$ cat config.mk
export PLATFORM = sky130hd
export DESIGN_NAME = vector_commit_tracker
export DESIGN_NICKNAME = d
export VERILOG_FILES = /design/src/rtl/vector_commit_tracker_pkg.sv /design/src/rtl/vector_commit_entry.sv /design/src/rtl/vector_commit_tracker.sv
export SDC_FILE = /design/constraint.sdc
export NUM_CORES = 1
export LEC_CHECK = 0
export BUFFER_PORTS_ARGS = -buffer_cell sky130_fd_sc_hd__buf_2
export CORE_MARGIN = 8
export CORE_UTILIZATION = 50
export DETAILED_ROUTE_END_ITERATION = 10
export GPL_ROUTABILITY_DRIVEN = 0
export GPL_TIMING_DRIVEN = 1
export MAX_ROUTING_LAYER = met4
export PLACE_DENSITY = 0.76
export SLEW_MARGIN = 10
export SYNTH_ARGS = -nofsm -noshare
export SYNTH_HDL_FRONTEND = slang
export SYNTH_SLANG_ARGS = --single-unit
$ cat constraint.sdc
create_clock -name clock -period 5.95 [get_ports clock]
set_clock_uncertainty 0.15 [all_clocks]
set_input_delay 0.8925 -clock clock [delete_from_list [all_inputs] [get_ports clock]]
set_output_delay 0.8925 -clock clock [all_outputs]
set_load 0.02 [all_outputs]
$ cat src/rtl/vector_commit_tracker_pkg.sv
// vector_commit_tracker_pkg: shared constants and types for the vector commit tracker.
package vector_commit_tracker_pkg;
   localparam int VCT_NUM_LANES = 16;
   localparam int VCT_DEPTH     = 4;
   localparam int VCT_TID_W     = 8;
   localparam int VCT_CMD_W     = 32;
   localparam int VCT_TAG_W     = $clog2(VCT_DEPTH);
   typedef logic [VCT_NUM_LANES-1:0] lane_mask_t;
   typedef logic [VCT_TAG_W-1:0] tag_t;
   typedef struct packed {
      logic                 valid;
      lane_mask_t           pending;
      logic [VCT_TID_W-1:0] tid;
   } commit_entry_t;
endpackage

$ cat src/rtl/vector_commit_entry.sv
// vector_commit_entry: one outstanding command slot holding its pending-lane mask and thread-ID.
module vector_commit_entry
   import vector_commit_tracker_pkg::*;
#(
   parameter int NUM_LANES = VCT_NUM_LANES,
   parameter int TID_W     = VCT_TID_W
) (
   input  logic                 clock,
   input  logic                 reset,
   input  logic                 alloc_i,
   input  logic                 pop_i,
   input  logic [NUM_LANES-1:0] mask_i,
   input  logic [TID_W-1:0]     tid_i,
   input  logic [NUM_LANES-1:0] clr_i,
   output logic                 valid_o,
   output logic [NUM_LANES-1:0] pending_o,
   output logic [TID_W-1:0]     tid_o,
   output logic                 complete_o
);
   logic                 valid_q, valid_d;
   logic [NUM_LANES-1:0] pending_q, pending_d;
   logic [TID_W-1:0]     tid_q, tid_d;
   always_comb begin
      valid_d   = alloc_i | (valid_q & ~pop_i);
      pending_d = alloc_i ? mask_i : pending_q & ~clr_i;
      tid_d     = alloc_i ? tid_i : tid_q;
   end
   always_ff @(posedge clock) begin
      if (reset) begin
         valid_q   <= 1'b0;
         pending_q <= '0;
         tid_q     <= '0;
      end else begin
         valid_q   <= valid_d;
         pending_q <= pending_d;
         tid_q     <= tid_d;
      end
   end
   assign valid_o    = valid_q;
   assign pending_o  = pending_q;
   assign tid_o      = tid_q;
   assign complete_o = valid_q & ~|pending_q;
endmodule

$ cat src/rtl/vector_commit_tracker.sv
// vector_commit_tracker: tags and broadcasts vector commands, collects per-lane completions
// and raises in-order commit requests.
module vector_commit_tracker
   import vector_commit_tracker_pkg::*;
#(
   parameter int NUM_LANES = VCT_NUM_LANES,
   parameter int DEPTH     = VCT_DEPTH,
   parameter int TID_W     = VCT_TID_W,
   parameter int CMD_W     = VCT_CMD_W,
   localparam int TAG_W    = $clog2(DEPTH),
   localparam int CNT_W    = $clog2(DEPTH + 1)
) (
   input  logic                       clock,
   input  logic                       reset,
   input  logic                       I_Issue_Valid,
   output logic                       O_Issue_Ready,
   input  logic [NUM_LANES-1:0]       I_En_Lane,
   input  logic [TID_W-1:0]           I_ThreadID,
   input  logic [CMD_W-1:0]           I_Command,
   output logic                       O_Lane_Valid,
   output logic [NUM_LANES-1:0]       O_En_Lane,
   output logic [TID_W-1:0]           O_ThreadID,
   output logic [CMD_W-1:0]           O_Command,
   output logic [TAG_W-1:0]           O_Tag,
   input  logic [NUM_LANES-1:0]       I_Lane_Commit,
   input  logic [NUM_LANES*TAG_W-1:0] I_Lane_Commit_Tag,
   output logic                       O_Commit_Req,
   output logic [TID_W-1:0]           O_Commit_ThreadID,
   output logic [TAG_W-1:0]           O_Commit_Tag,
   input  logic                       I_Commit_Ack,
   output logic [NUM_LANES-1:0]       O_Status,
   output logic [CNT_W-1:0]           O_Count,
   output logic                       O_Err
);
   logic [TAG_W-1:0]                  wr_ptr_q, wr_ptr_d, rd_ptr_q, rd_ptr_d;
   logic [CNT_W-1:0]                  count_q, count_d;
   logic                              err_q, err_d;
   logic                              lane_valid_q;
   logic [NUM_LANES-1:0]              en_q;
   logic [TID_W-1:0]                  tid_q;
   logic [CMD_W-1:0]                  cmd_q;
   logic [TAG_W-1:0]                  tag_q;
   logic                              accept, pop;
   logic [DEPTH-1:0]                  valid, complete, alloc, pop_e;
   logic [DEPTH-1:0][NUM_LANES-1:0]   pending, clr;
   logic [DEPTH-1:0][TID_W-1:0]       tid;
   logic [NUM_LANES-1:0]              hit, status;
   assign O_Issue_Ready = count_q < CNT_W'(DEPTH);
   assign accept        = I_Issue_Valid & O_Issue_Ready;
   assign O_Commit_Req  = complete[rd_ptr_q];
   assign pop           = I_Commit_Ack & O_Commit_Req;
   genvar g;
   generate
      for (g = 0; g < DEPTH; g++) begin : g_entry
         assign alloc[g] = accept && wr_ptr_q == TAG_W'(g);
         assign pop_e[g] = pop && rd_ptr_q == TAG_W'(g);
         vector_commit_entry #(.NUM_LANES(NUM_LANES), .TID_W(TID_W)) u_entry (
            .clock      (clock),
            .reset      (reset),
            .alloc_i    (alloc[g]),
            .pop_i      (pop_e[g]),
            .mask_i     (I_En_Lane),
            .tid_i      (I_ThreadID),
            .clr_i      (clr[g]),
            .valid_o    (valid[g]),
            .pending_o  (pending[g]),
            .tid_o      (tid[g]),
            .complete_o (complete[g])
         );
      end
   endgenerate
   // A lane pulse that clears nothing (stale tag, invalid entry, bit already clear) is a protocol error.
   always_comb begin
      wr_ptr_d = wr_ptr_q + TAG_W'(accept);
      rd_ptr_d = rd_ptr_q + TAG_W'(pop);
      count_d  = count_q + CNT_W'(accept) - CNT_W'(pop);
      clr      = '0;
      hit      = '0;
      status   = '0;
      for (int e = 0; e < DEPTH; e++) begin
         for (int i = 0; i < NUM_LANES; i++) begin
            clr[e][i] = I_Lane_Commit[i] && I_Lane_Commit_Tag[i*TAG_W +: TAG_W] == TAG_W'(e)
                        && valid[e] && pending[e][i];
            hit[i]    = hit[i] | clr[e][i];
         end
         status = status | (valid[e] ? pending[e] : '0);
      end
      err_d = err_q | |(I_Lane_Commit & ~hit);
   end
   always_ff @(posedge clock) begin
      if (reset) begin
         wr_ptr_q     <= '0;
         rd_ptr_q     <= '0;
         count_q      <= '0;
         err_q        <= 1'b0;
         lane_valid_q <= 1'b0;
         en_q         <= '0;
         tid_q        <= '0;
         cmd_q        <= '0;
         tag_q        <= '0;
      end else begin
         wr_ptr_q     <= wr_ptr_d;
         rd_ptr_q     <= rd_ptr_d;
         count_q      <= count_d;
         err_q        <= err_d;
         lane_valid_q <= accept;
         if (accept) begin
            en_q  <= I_En_Lane;
            tid_q <= I_ThreadID;
            cmd_q <= I_Command;
            tag_q <= wr_ptr_q;
         end
      end
   end
   assign O_Lane_Valid      = lane_valid_q;
   assign O_En_Lane         = en_q;
   assign O_ThreadID        = tid_q;
   assign O_Command         = cmd_q;
   assign O_Tag             = tag_q;
   assign O_Commit_ThreadID = tid[rd_ptr_q];
   assign O_Commit_Tag      = rd_ptr_q;
   assign O_Status          = status;
   assign O_Count           = count_q;
   assign O_Err             = err_q;
endmodule

* Word level (Yosys, flattened, before mapping)
Cells that the tools add are included.
** Storage, ports and cells
- Bits in registers :: 167
- Bits in latches :: 0
- RAM bits :: 0
- ROM bits :: 0
- Output and inout port bits :: 91
- Memories kept :: 0
** Operators by class
- Add/subtract/negate cells :: 4
- $mul :: 0
- Divide/modulo/power cells :: 0
- Order comparisons :: 2
- Eq/ne operators :: 54
- Shifts and indexed selects :: 0
- Muxes and demuxes :: 12
- Bitwise logic cells :: 80
- Reductions and logical operators :: 227
** Operators with widths (number)
- 1-bit logical AND :: 200
- 16-bit two-way mux :: 8
- 16-bit AND :: 5
- 16-bit inverter :: 5
- 16-bit OR reduction :: 5
- 2-bit equality test, second input constant :: 36
- 1-bit bitwise OR :: 53
- 16-bit bitwise OR :: 3
- 2-bit by 1-bit equality test with 1-bit output, second input constant :: 18
- 2-bit zero test :: 18
- 8-bit binary-select mux with 2-bit select :: 1
- 1-bit AND :: 10
- 8-bit two-way mux :: 1
- 2-bit by 1-bit adder with 2-bit output :: 2
- 1-bit zero test :: 4
- 1-bit inverter :: 4
- 3-bit by 1-bit adder with 3-bit output :: 1
- 2-bit by 3-bit < comparator with 1-bit output, second input constant :: 1
- 3-bit < comparator, second input constant :: 1
- 3-bit by 1-bit subtractor with 3-bit output :: 1
- 1-bit binary-select mux with 2-bit select :: 1
- 1-bit two-way mux :: 1

* Logic depth before layout (Yosys ltp)
Gate-level depths: netlist of the first run.
- Depth after elaboration :: 11
- Mapped depth :: 12

* Modules after synthesis
A second synthesis of the first run with hierarchy kept.
** Second synthesis, totals
- Cell total of the unflattened synthesis :: 978
- Area, all modules :: 8298.0 µm²
** By module, submodules not included
- vector_commit_entry :: times used 4, cells each 106, area an instance 1078.5 µm²
- vector_commit_tracker :: times used 1, cells each 554, area an instance 3983.8 µm²

* Worst setup path before layout of the first run
Ideal clock, no wire load.
- Kind :: register to register
- Start point :: reg rd_ptr_q[1], in the netlist O_Commit_Tag[1]
- End point :: reg count_q[2], in the netlist O_Count[2]
- Setup time :: 128 ps
- Arrival :: 2665 ps
- Required time :: 5672 ps
- Slack :: 3008 ps
- Cell stages (with the launch flop) :: 11
- Buffers on the path :: 1
- Period minus slack after synthesis :: 2942 ps
- Cells stage by stage :: dfxtp_1 > buf_2 > mux4_2 > and2_1 > ha_1 > inv_1 > ha_1 > fa_1 > xnor2_1 > xnor2_1 > nor2_1
** On the way
- Longest elaborated chain between the ends :: 4
** RTL lines
- start: declaration :: line vector_commit_tracker.sv:35 : logic [TAG_W-1:0] wr_ptr_q, wr_ptr_d, rd_ptr_q, rd_ptr_d;
- start signal: assignment :: line vector_commit_tracker.sv:103 : rd_ptr_q <= rd_ptr_d;
- 1-bit binary-select mux with 2-bit select :: line vector_commit_tracker.sv:50 : assign O_Commit_Req = complete[rd_ptr_q];
- 1-bit two-way mux (not written as such) :: line vector_commit_tracker.sv:50
- net O_Commit_Req :: line vector_commit_tracker.sv:27 : output logic O_Commit_Req,
- 1-bit AND :: line vector_commit_tracker.sv:51 : assign pop = I_Commit_Ack & O_Commit_Req;
- 3-bit by 1-bit subtractor with 3-bit output :: line vector_commit_tracker.sv:76 : count_d = count_q + CNT_W'(accept) - CNT_W'(pop);
- end signal: assignment :: line vector_commit_tracker.sv:104 : count_q <= count_d;
- end: declaration :: line vector_commit_tracker.sv:36 : logic [CNT_W-1:0] count_q, count_d;
The timed path passes the listed nets, and every way through them passes these cells. The select of a mux whose other input is x is not followed.
A chain may end at the register's enable or synchronous reset.

* Worst setup path in the final report of the first run
- Start point :: reg rd_ptr_q[0], in the netlist O_Commit_Tag[0]
- End point :: reg count_q[2], in the netlist O_Count[2]
** On the way
- Longest elaborated chain between the ends :: 4
** RTL lines (line)
- 1-bit binary-select mux with 2-bit select :: vector_commit_tracker.sv:50
- 1-bit two-way mux (not written as such) :: vector_commit_tracker.sv:50
- 1-bit AND :: vector_commit_tracker.sv:51
- 3-bit by 1-bit subtractor with 3-bit output :: vector_commit_tracker.sv:76
Every way passes these cells. The select of a mux whose other input is x is not followed.

==> results of run 1 <==
cell usage in the layout, fill, tap and decap left out, types with 2 or more instances in the layout:
master | Yosys | final
a21oi_1 | 160 | 160
a22oi_1 | 18 | 18
a32oi_1 | 2 | 2
and3_1 | 2 | 2
and4b_1 | 2 | 2
buf_2 | 26 | 197
buf_4 | 4 | 11
bufinv_16 | 0 | 3
clkbuf_16 | 0 | 17
clkinv_4 | 0 | 7
dfxtp_1 | 167 | 167
ha_1 | 4 | 4
inv_1 | 20 | 20
mux4_2 | 15 | 15
nand2_1 | 287 | 287
nand2_2 | 3 | 3
nand3_1 | 71 | 71
nand3b_1 | 8 | 8
nand4_1 | 30 | 30
nand4b_1 | 32 | 32
nor2_1 | 9 | 9
nor2b_1 | 7 | 7
nor3_1 | 4 | 4
nor4_1 | 13 | 13
o211ai_1 | 5 | 5
o21ai_0 | 4 | 4
o22ai_1 | 3 | 3
o311ai_0 | 4 | 4
o41ai_1 | 4 | 4
or2_1 | 2 | 2
or3_1 | 4 | 4
or4bb_1 | 12 | 12
xnor2_1 | 4 | 4
stage by stage:
step	setup slack (ps)	area, sq um	total power, W	cells	hold slack, ps
after floorplan	3010	7850	0.00181	989	283
after global routing	2590	9450	0.00335	1374	322
after detailed placement	2730	8840	0.00207	1342	293
after CTS	2730	9450	0.00321	1373	303
final	2730	9450	0.00321	1374	301
after global placement	2760	8840	0.00206	1342	288
synthesized netlist by cell type (all sizes together), types with 2 or more instances:
library cell  instances
or2                   2
a32oi                 2
nor2                 10
xnor2                 4
a21oi               160
o311ai                4
clkbuf               29
nor3                  5
mux4                 15
and3                  2
a22oi                18
nand3                71
nor2b                 7
or3                   4
nand4b               32
nand2               290
or3b                  2
o41ai                 4
nand4                30
o22ai                 3
and4b                 2
o21ai                 5
o211ai                5
nand3b                8
buf                  42
ha                    4
or4bb                12
nor4                 13
inv                  21
dfxtp               167
cells by family after synthesis:
group,count (synthesis)
mux,16
buf+inv,92
flops,167
fa+ha+maj,5
xor+xnor,4
compound gates,209
simple gates,496
state kept, by name, summed over array words and instances (netlist names), 3 cells and up:
signal / flops
O_Count: 3
g_entry.u_entry.valid_o: 4
g_entry.u_entry.tid_o: 32
O_En_Lane: 16
O_ThreadID: 8
O_Command: 32
g_entry.u_entry.pending_o: 64
power groups by stage:
stage	Combinational [W]	Sequential (W)	Clock [W]
2_1_floorplan	0.000410	0.00140	0
3_3_place_gp	0.000716	0.00134	0
3_5_place_dp	0.000726	0.00135	0
4_1_cts	0.000728	0.00132	0.00116
5_1_grt	0.000799	0.00134	0.00121
6_report	0.000732	0.00132	0.00115
final cells by class:
type | count | area share [%]
diodes | 1 | 0.0265
clock buffers | 18 | 4.65
clock inverters | 13 | 1.85
inverters | 21 | 0.860
multi-input cells | 730 | 43.1
flip-flops and latches | 167 | 35.4
well taps | 216 | 2.86
repair buffers | 208 | 11.3
worst max-delay path, delay by kind of cell (launching register included):
family	cells	cell delay [ps]
fa+ha+maj	3	870
flops	1	790
mux	1	590
xor+xnor	2	330
simple gates	2	260
buf+inv	1	40
metal layers:
| metal | part of all wire, % | routed length (um) |
|---|---|---|
| met1 | 41 | 10700 |
| met2 | 45 | 11700 |
| met3 | 11 | 2910 |
| met4 | 2.2 | 576 |
| met5 | 0 | 0 |
worst max-delay path by stage:
stage | startpoint | to | slack, ps | cells after the start
3_5_place_dp | I_Issue_Valid | O_Count[2]$_SDFF_PP0_ | 2730 | 10
6_report | O_Commit_Tag[0]$_SDFF_PP0_ | O_Count[2]$_SDFF_PP0_ | 2730 | 9
3_3_place_gp | I_Issue_Valid | O_Count[2]$_SDFF_PP0_ | 2760 | 10
4_1_cts | O_Commit_Tag[0]$_SDFF_PP0_ | O_Count[2]$_SDFF_PP0_ | 2730 | 9
5_1_grt | O_Commit_Tag[0]$_SDFF_PP0_ | O_Count[2]$_SDFF_PP0_ | 2590 | 9
2_1_floorplan | O_Commit_Tag[1]$_SDFF_PP0_ | O_Count[2]$_SDFF_PP0_ | 3010 | 10
==> reports/results.txt, run 1 <==
Status - finished, final reports clean
Complex-gate fraction of the synthesized area - 14.9%
Vias in the first global route - 7771
CTS Sinks - 167
Htree depth - 4
Post-layout nets - 1258
Switching Fraction - 32.8%
Met3 Usage GRT - 8.33%
Nature of the critical path endpoint - register
Synth Warn # - 0
Reg2Reg Launch Point - O_Commit_Tag[0]$_SDFF_PP0_
GR peak layer - met2
Biggest cell delay along the critical path - 790 ps
Pint - 0.00215 W
Fraction of layout cells with a size suffix above 1 - 22.6%
Flops & latches, synth - 167
Rel. slew slack - 19.2%
Input/output buffers - 198
TritonCTS clock tree - yes
Hold path startpoint - O_Command[27]$_SDFFE_PP0P_
Period utilization - 54.1%
Register area share after synthesis - 42.6%
RSZ-0062 raised after global routing - no
Hold Path End - O_Command[27]$_SDFFE_PP0P_
Largest cells by area after synthesis - dfxtp_1 43%, nand2_1 14%, a21oi_1 10%
Critical path's slowest cell - dfxtp_1
Power Density - 339 nW/um^2
Post-synth EDFFs - 0
Sw Pwr - 0.00105 W
Final design utilization - 60.6%
Hpwl dp - 17500 um
Slew Viols, Final - 0
Endpoints failing setup - 0
Post-Synth Adder-Cell Area - 0.893%
Max-cap violations - 0
Met2 Track Usage GR - 38.4%
Initial DRC count - 728
Leading area contributor after synthesis - dfxtp_1
Largest net degree at the start of global routing - 105
Seq. cell area - 3340 sq um
Remaining Overflow, GRT - 0
Clock Path Buffers - 2
Top_reg_cell synth - dfxtp_1
Hold WC Path Type - register to register
Mean Syn Cell Area - 7.94 sq um
Max FO, Critical Path - 15
# IOs - 199
Multi-input logic area - 4070 sq um
Largest family of logic cells by synthesized area - simple AND/OR/NAND/NOR gates
Die Y - 141 um
Initial Util - 50.3%
Die area - 20000 sq um
Syn nets - 1102
Mux contribution to synthesized area - 4.43%
Cells after synthesis - 989
Layout Area Growth over Synthesis - 20.5%
Detail Route Antenna Nets - 0
Flop2flop setup slack - 2730 ps
Gate power share - 22.8%
Crit path kind - register to register
Yosys top cell area share - 42.6%
Clock power frac - 35.9%
Reg2reg end - O_Count[2]$_SDFF_PP0_
TritonRoute pass-1 iters - 6
Rows - 46
Worst Max-Slew Pin Slew - 1210 ps
CP Launch Type - register
Post-route DRC violation count - 0
Fill cells - 1443
Leak pwr - 3.68 nW
Core box area - 15600 sq um
Depth of the worst hold-timing path - 2
Vias - 8057
Vias/cell - 5.86
Critical Path, Cell by Cell - mux4_2 > and2_1 > ha_1 > inv_1 > ha_1 > fa_1 > xnor2_1 > xnor2_1 > nor2_1
CTS root buf - clkbuf_16
Syn Std Cell Area - 7850 sq um
Tmin final - 3220 ps
CTS clock-pin slew for the worst setup and hold paths - 70 ps
Flop pwr share - 41.3%
Post-CTS Setup Inserts - 0
Worst skew pair latency - 430 ps
Die width - 141 um
Hold violation count in the final report - 0
FFs w/ async S/R, synth - 0%
XOR/XNOR Fraction of Synth Area - 0.446%
GRT Total Usage - 26.5%
Cts bufs inserted - 17
GR Layer Usage met1 - 33.5%
Antenna violations before repair - 1
Worst Path Required - 6070 ps
Setup TNS - 0 ps
CP arrival - 3340 ps
DRT Wirelength - 25800 um
Routed len/inst - 18.8 um
Synth Area in Simple Gates - 31.2%
First-pass GRT wire length - 40900 um
Cts repair resizes - 0
Maximum vdd drop - 0.000203 V
Worst R2R Path Depth - 9
Synth unique cells - 56
Fmax - 311 MHz
Cts hold-fix bufs - 0
Note: power is estimated with default switching activity, not from simulation.
==> run 2: changes to the inputs <==
--- a/config.mk
+++ b/config.mk
@@ -5,14 +5,15 @@
 export SDC_FILE = /design/constraint.sdc
 export NUM_CORES = 1
 export LEC_CHECK = 0
+export ABC_AREA = 1
 export BUFFER_PORTS_ARGS = -buffer_cell sky130_fd_sc_hd__buf_2
 export CORE_MARGIN = 8
-export CORE_UTILIZATION = 50
+export CORE_UTILIZATION = 49
 export DETAILED_ROUTE_END_ITERATION = 10
 export GPL_ROUTABILITY_DRIVEN = 0
 export GPL_TIMING_DRIVEN = 1
 export MAX_ROUTING_LAYER = met4
-export PLACE_DENSITY = 0.76
+export PLACE_DENSITY = 0.77
 export SLEW_MARGIN = 10
 export SYNTH_ARGS = -nofsm -noshare
 export SYNTH_HDL_FRONTEND = slang
==> constraint.sdc (replaced) <==
create_clock -name clock -period 2.8 [get_ports clock]
set_clock_uncertainty 0.15 [all_clocks]
set_input_delay 0.42 -clock clock [delete_from_list [all_inputs] [get_ports clock]]
set_output_delay 0.42 -clock clock [all_outputs]
set_load 0.02 [all_outputs]
==> reports/results.txt, run 2 <==
Hold path startpoint - I_Command[14]
Flop2flop setup slack - 170 ps (-2560 ps)
Top_reg_cell synth - dfxtp_1
Die area - 20900 sq um (+4.8%)
Endpoints failing setup - 0 (unchanged)
CP arrival - 2080 ps (-1260 ps)
Synth cell count leaders - 290 x nor2_1, 167 x dfxtp_1, 147 x o21ai_0, 131 x nand2_1, 88 x inv_1
DRT Wirelength - 26700 um (+3.5%)
Post-route DRC violation count - 0 (unchanged)
Reg2reg end - O_Count[2]$_SDFF_PP0_
Setup TNS - 0 ps (unchanged)
Worst slack, placed - 18.8 ps (-2710 ps)
GRT Total Usage - 26.0% (-0.48 points)
CTS root buf - clkbuf_16
Remaining Overflow, GRT - 0 (unchanged)
Leak pwr - 4.37 nW (+19%)
Status - finished, final reports clean
Power Density - 803 nW/um^2 (+140%)
Max-cap violations - 0 (unchanged)
Die width - 145 um (+2.4%)
Routed len/inst - 16.8 um (-10%)
Hold violation count in the final report - 0 (unchanged)
Most frequent cells in the layout - 287 x nor2_1, 198 x buf_2, 167 x dfxtp_1
Worst Path Required - 2230 ps (-3840 ps)
Clock Path Buffers - 2 (unchanged)
Max reg flops - 64 (unchanged)
Fraction of layout cells with a size suffix above 1 - 20.5% (-2.2 points)
Vias - 8670 (+7.6%)
Leading area contributor after synthesis - dfxtp_1
Initial Util - 49.4% (-0.88 points)
FFs w/ async S/R, synth - 0% (unchanged)
CTS Sinks - 167 (unchanged)
GR Layer Usage met1 - 33.1% (-0.37 points)
Antenna violations before repair - 1 (unchanged)
TritonRoute pass-1 iters - 6 (unchanged)
Met2 Track Usage GR - 39.6% (+1.2 points)
Initial DRC count - 779 (+7.0%)
Worst Max-Slew Pin Slew - 826 ps (-386 ps)
Yosys top cell area share - 41.2% (-1.4 points)
Input/output buffers - 198 (unchanged)
Final instance area - 9850 sq um (+4.1%)
Crit path kind - register to primary output
Cells after synthesis - 1181 (+19%)
Met3 Usage GRT - 6.86% (-1.5 points)
Count leader, synth - nor2_1
Die Y - 145 um (+2.4%)
Hold Path End - O_Command[14]$_SDFFE_PP0P_
Tmin final - 2650 ps
Nature of the critical path endpoint - primary output
Synth Warn # - 0 (unchanged)
Finished Layout Cells - 1588 (+16%)
Worst skew pair latency - 430 ps (about the same)
Largest net degree at the start of global routing - 101 (-3.8%)
Worst R2R Path Depth - 13 (+4)
Final WS setup - 155 ps (-2580 ps)
Most common cell after layout, fill and taps aside - nor2_1
Max FO, Critical Path - 25 (+10)
Layout Area Growth over Synthesis - 21.4%
Rel. slew slack - 44.9% (+26 points)
Synth unique cells - 43 (-23%)
Flops & latches, synth - 167 (unchanged)
Syn nets - 1294 (+17%)
Syn Std Cell Area - 8110 sq um (+3.3%)
DP Cell Count - 1554 (+16%)
Fmax - 378 MHz
Post-synth EDFFs - 0 (unchanged)
First-pass GRT wire length - 41500 um (+1.4%)
Depth of the worst hold-timing path - 3 (+1)
Vias/cell - 5.46 (-6.9%)
Hold WC Path Type - input pin to register
GR peak layer - met2
TritonCTS clock tree - yes
Placed cell area - 9190 sq um (+4.0%)
Core box area - 16400 sq um (+5.2%)
Hpwl dp - 18600 um (+6.3%)
Post-layout nets - 1467 (+17%)
CP Launch Type - register
CTS clock-pin slew for the worst setup and hold paths - 70 ps (about the same)
Register area share after synthesis - 41.2% (-1.4 points)
# IOs - 199 (unchanged)
Largest cells by area after synthesis - dfxtp_1 41%, nor2_1 13%, o21ai_0 9.1%
Cts bufs inserted - 17 (unchanged)
Vias in the first global route - 8064 (+3.8%)
Period utilization - 94.5%
Slew Viols, Final - 0 (unchanged)
Htree depth - 4 (unchanged)
RSZ-0062 raised after global routing - no
Detail Route Antenna Nets - 0 (unchanged)
Reg2Reg Launch Point - g_entry[3].u_entry.pending_o[3]$_SDFF_PP0_
Mean Syn Cell Area - 6.87 sq um (-13%)
Maximum vdd drop - 0.000476 V (+130%)
Rows - 47 (+2.2%)
Power, Total - 0.00791 W (+150%)
-- run 2: cell types whose count changed after synthesis, sizes merged, moves of 18 or more --
cell | previous run | this run
nor2 | 10 | 295
nand2 | 290 | 133
o31ai | 0 | 18
o21ai | 5 | 149
nand4b | 32 | 0
inv | 21 | 96
a21oi | 160 | 83
-- run 2: power by group --
group	switching, W	total, W	leakage (nW)	internal, W
logic	0.00159	0.00232	2.70	0.000734
registers	0.000287	0.00308	1.37	0.00279
clock network	0.00101	0.00251	0.298	0.00150
total	0.00289	0.00791	4.37	0.00502
-- run 2: cells by family (layout without fill, tap and decap cells) --
logic type | Yosys count | after routing | synth area share [%]
and+or+nand+nor | 556 | 556 | 29.2
AOI/OAI and AO/OA | 287 | 287 | 19.5
DFF | 167 | 167 | 41.2
buffers and inverters | 163 | 349 | 8.85
adders and majority gates | 5 | 5 | 0.864
xor gates and xnor gates | 3 | 3 | 0.324
other | 0 | 1 | 0
-- run 2: area by class of cell --
cell class | count | area, sq um
fill | 1553 | 6560
multi-input combinational | 851 | 4070
sequential | 167 | 3340
timing repair buffer | 219 | 1160
clock buffer | 18 | 429
inverter | 98 | 370
tap | 220 | 275
clock inverter | 14 | 199
antenna | 1 | 2.50
-- run 2: how the worst max path moves through the flow --
stage                                               start  depth (start not counted)                     to  slack, ps
4_1_cts        g_entry[0].u_entry.pending_o[5]$_SDFF_PP0_                         13  O_Count[2]$_SDFF_PP0_         10
2_1_floorplan                  O_Commit_Tag[0]$_SDFF_PP0_                         12  O_Count[2]$_SDFF_PP0_        160
3_3_place_gp   g_entry[3].u_entry.pending_o[5]$_SDFF_PP0_                         13  O_Count[2]$_SDFF_PP0_         60
3_5_place_dp   g_entry[1].u_entry.pending_o[3]$_SDFF_PP0_                         13  O_Count[2]$_SDFF_PP0_         20
5_1_grt        g_entry[2].u_entry.pending_o[7]$_SDFF_PP0_                         13  O_Count[2]$_SDFF_PP0_         30
6_report            g_entry[1].u_entry.valid_o$_SDFF_PP0_                          4           O_Status[15]        150
-- run 2: worst max-delay path, cell delays in order, from the launching register on --
cell and delay (ps):
dfxtp_1 330, buf_4 310, inv_2 310, o21ai_0 450, buf_2 250
-- run 2: layer usage --
| metal | wire, um | share of wire [%] |
|---|---|---|
| met5 | 0 | 0 |
| met4 | 552 | 2.1 |
| met3 | 2950 | 11 |
| met2 | 12000 | 45 |
| met1 | 11200 | 42 |
-- run 2: stage by stage --
| step | util (%) | hold WS [ps] |
|---|---|---|
| 4_1_cts | 59.9 | 74.1 |
| 3_5_place_dp | 56.0 | 310 |
| 6_report | 60.0 | 82.6 |
| 3_3_place_gp | 56.0 | 303 |
| 5_1_grt | 60.0 | 79.7 |
| 2_1_floorplan | - | 305 |
-- run 2: what timing repair did --
item	CTS	global route
buffers inserted	0	1
endpoints found under the setup margin	0	2
gates resized for setup	0	5
hold buffers	0	0
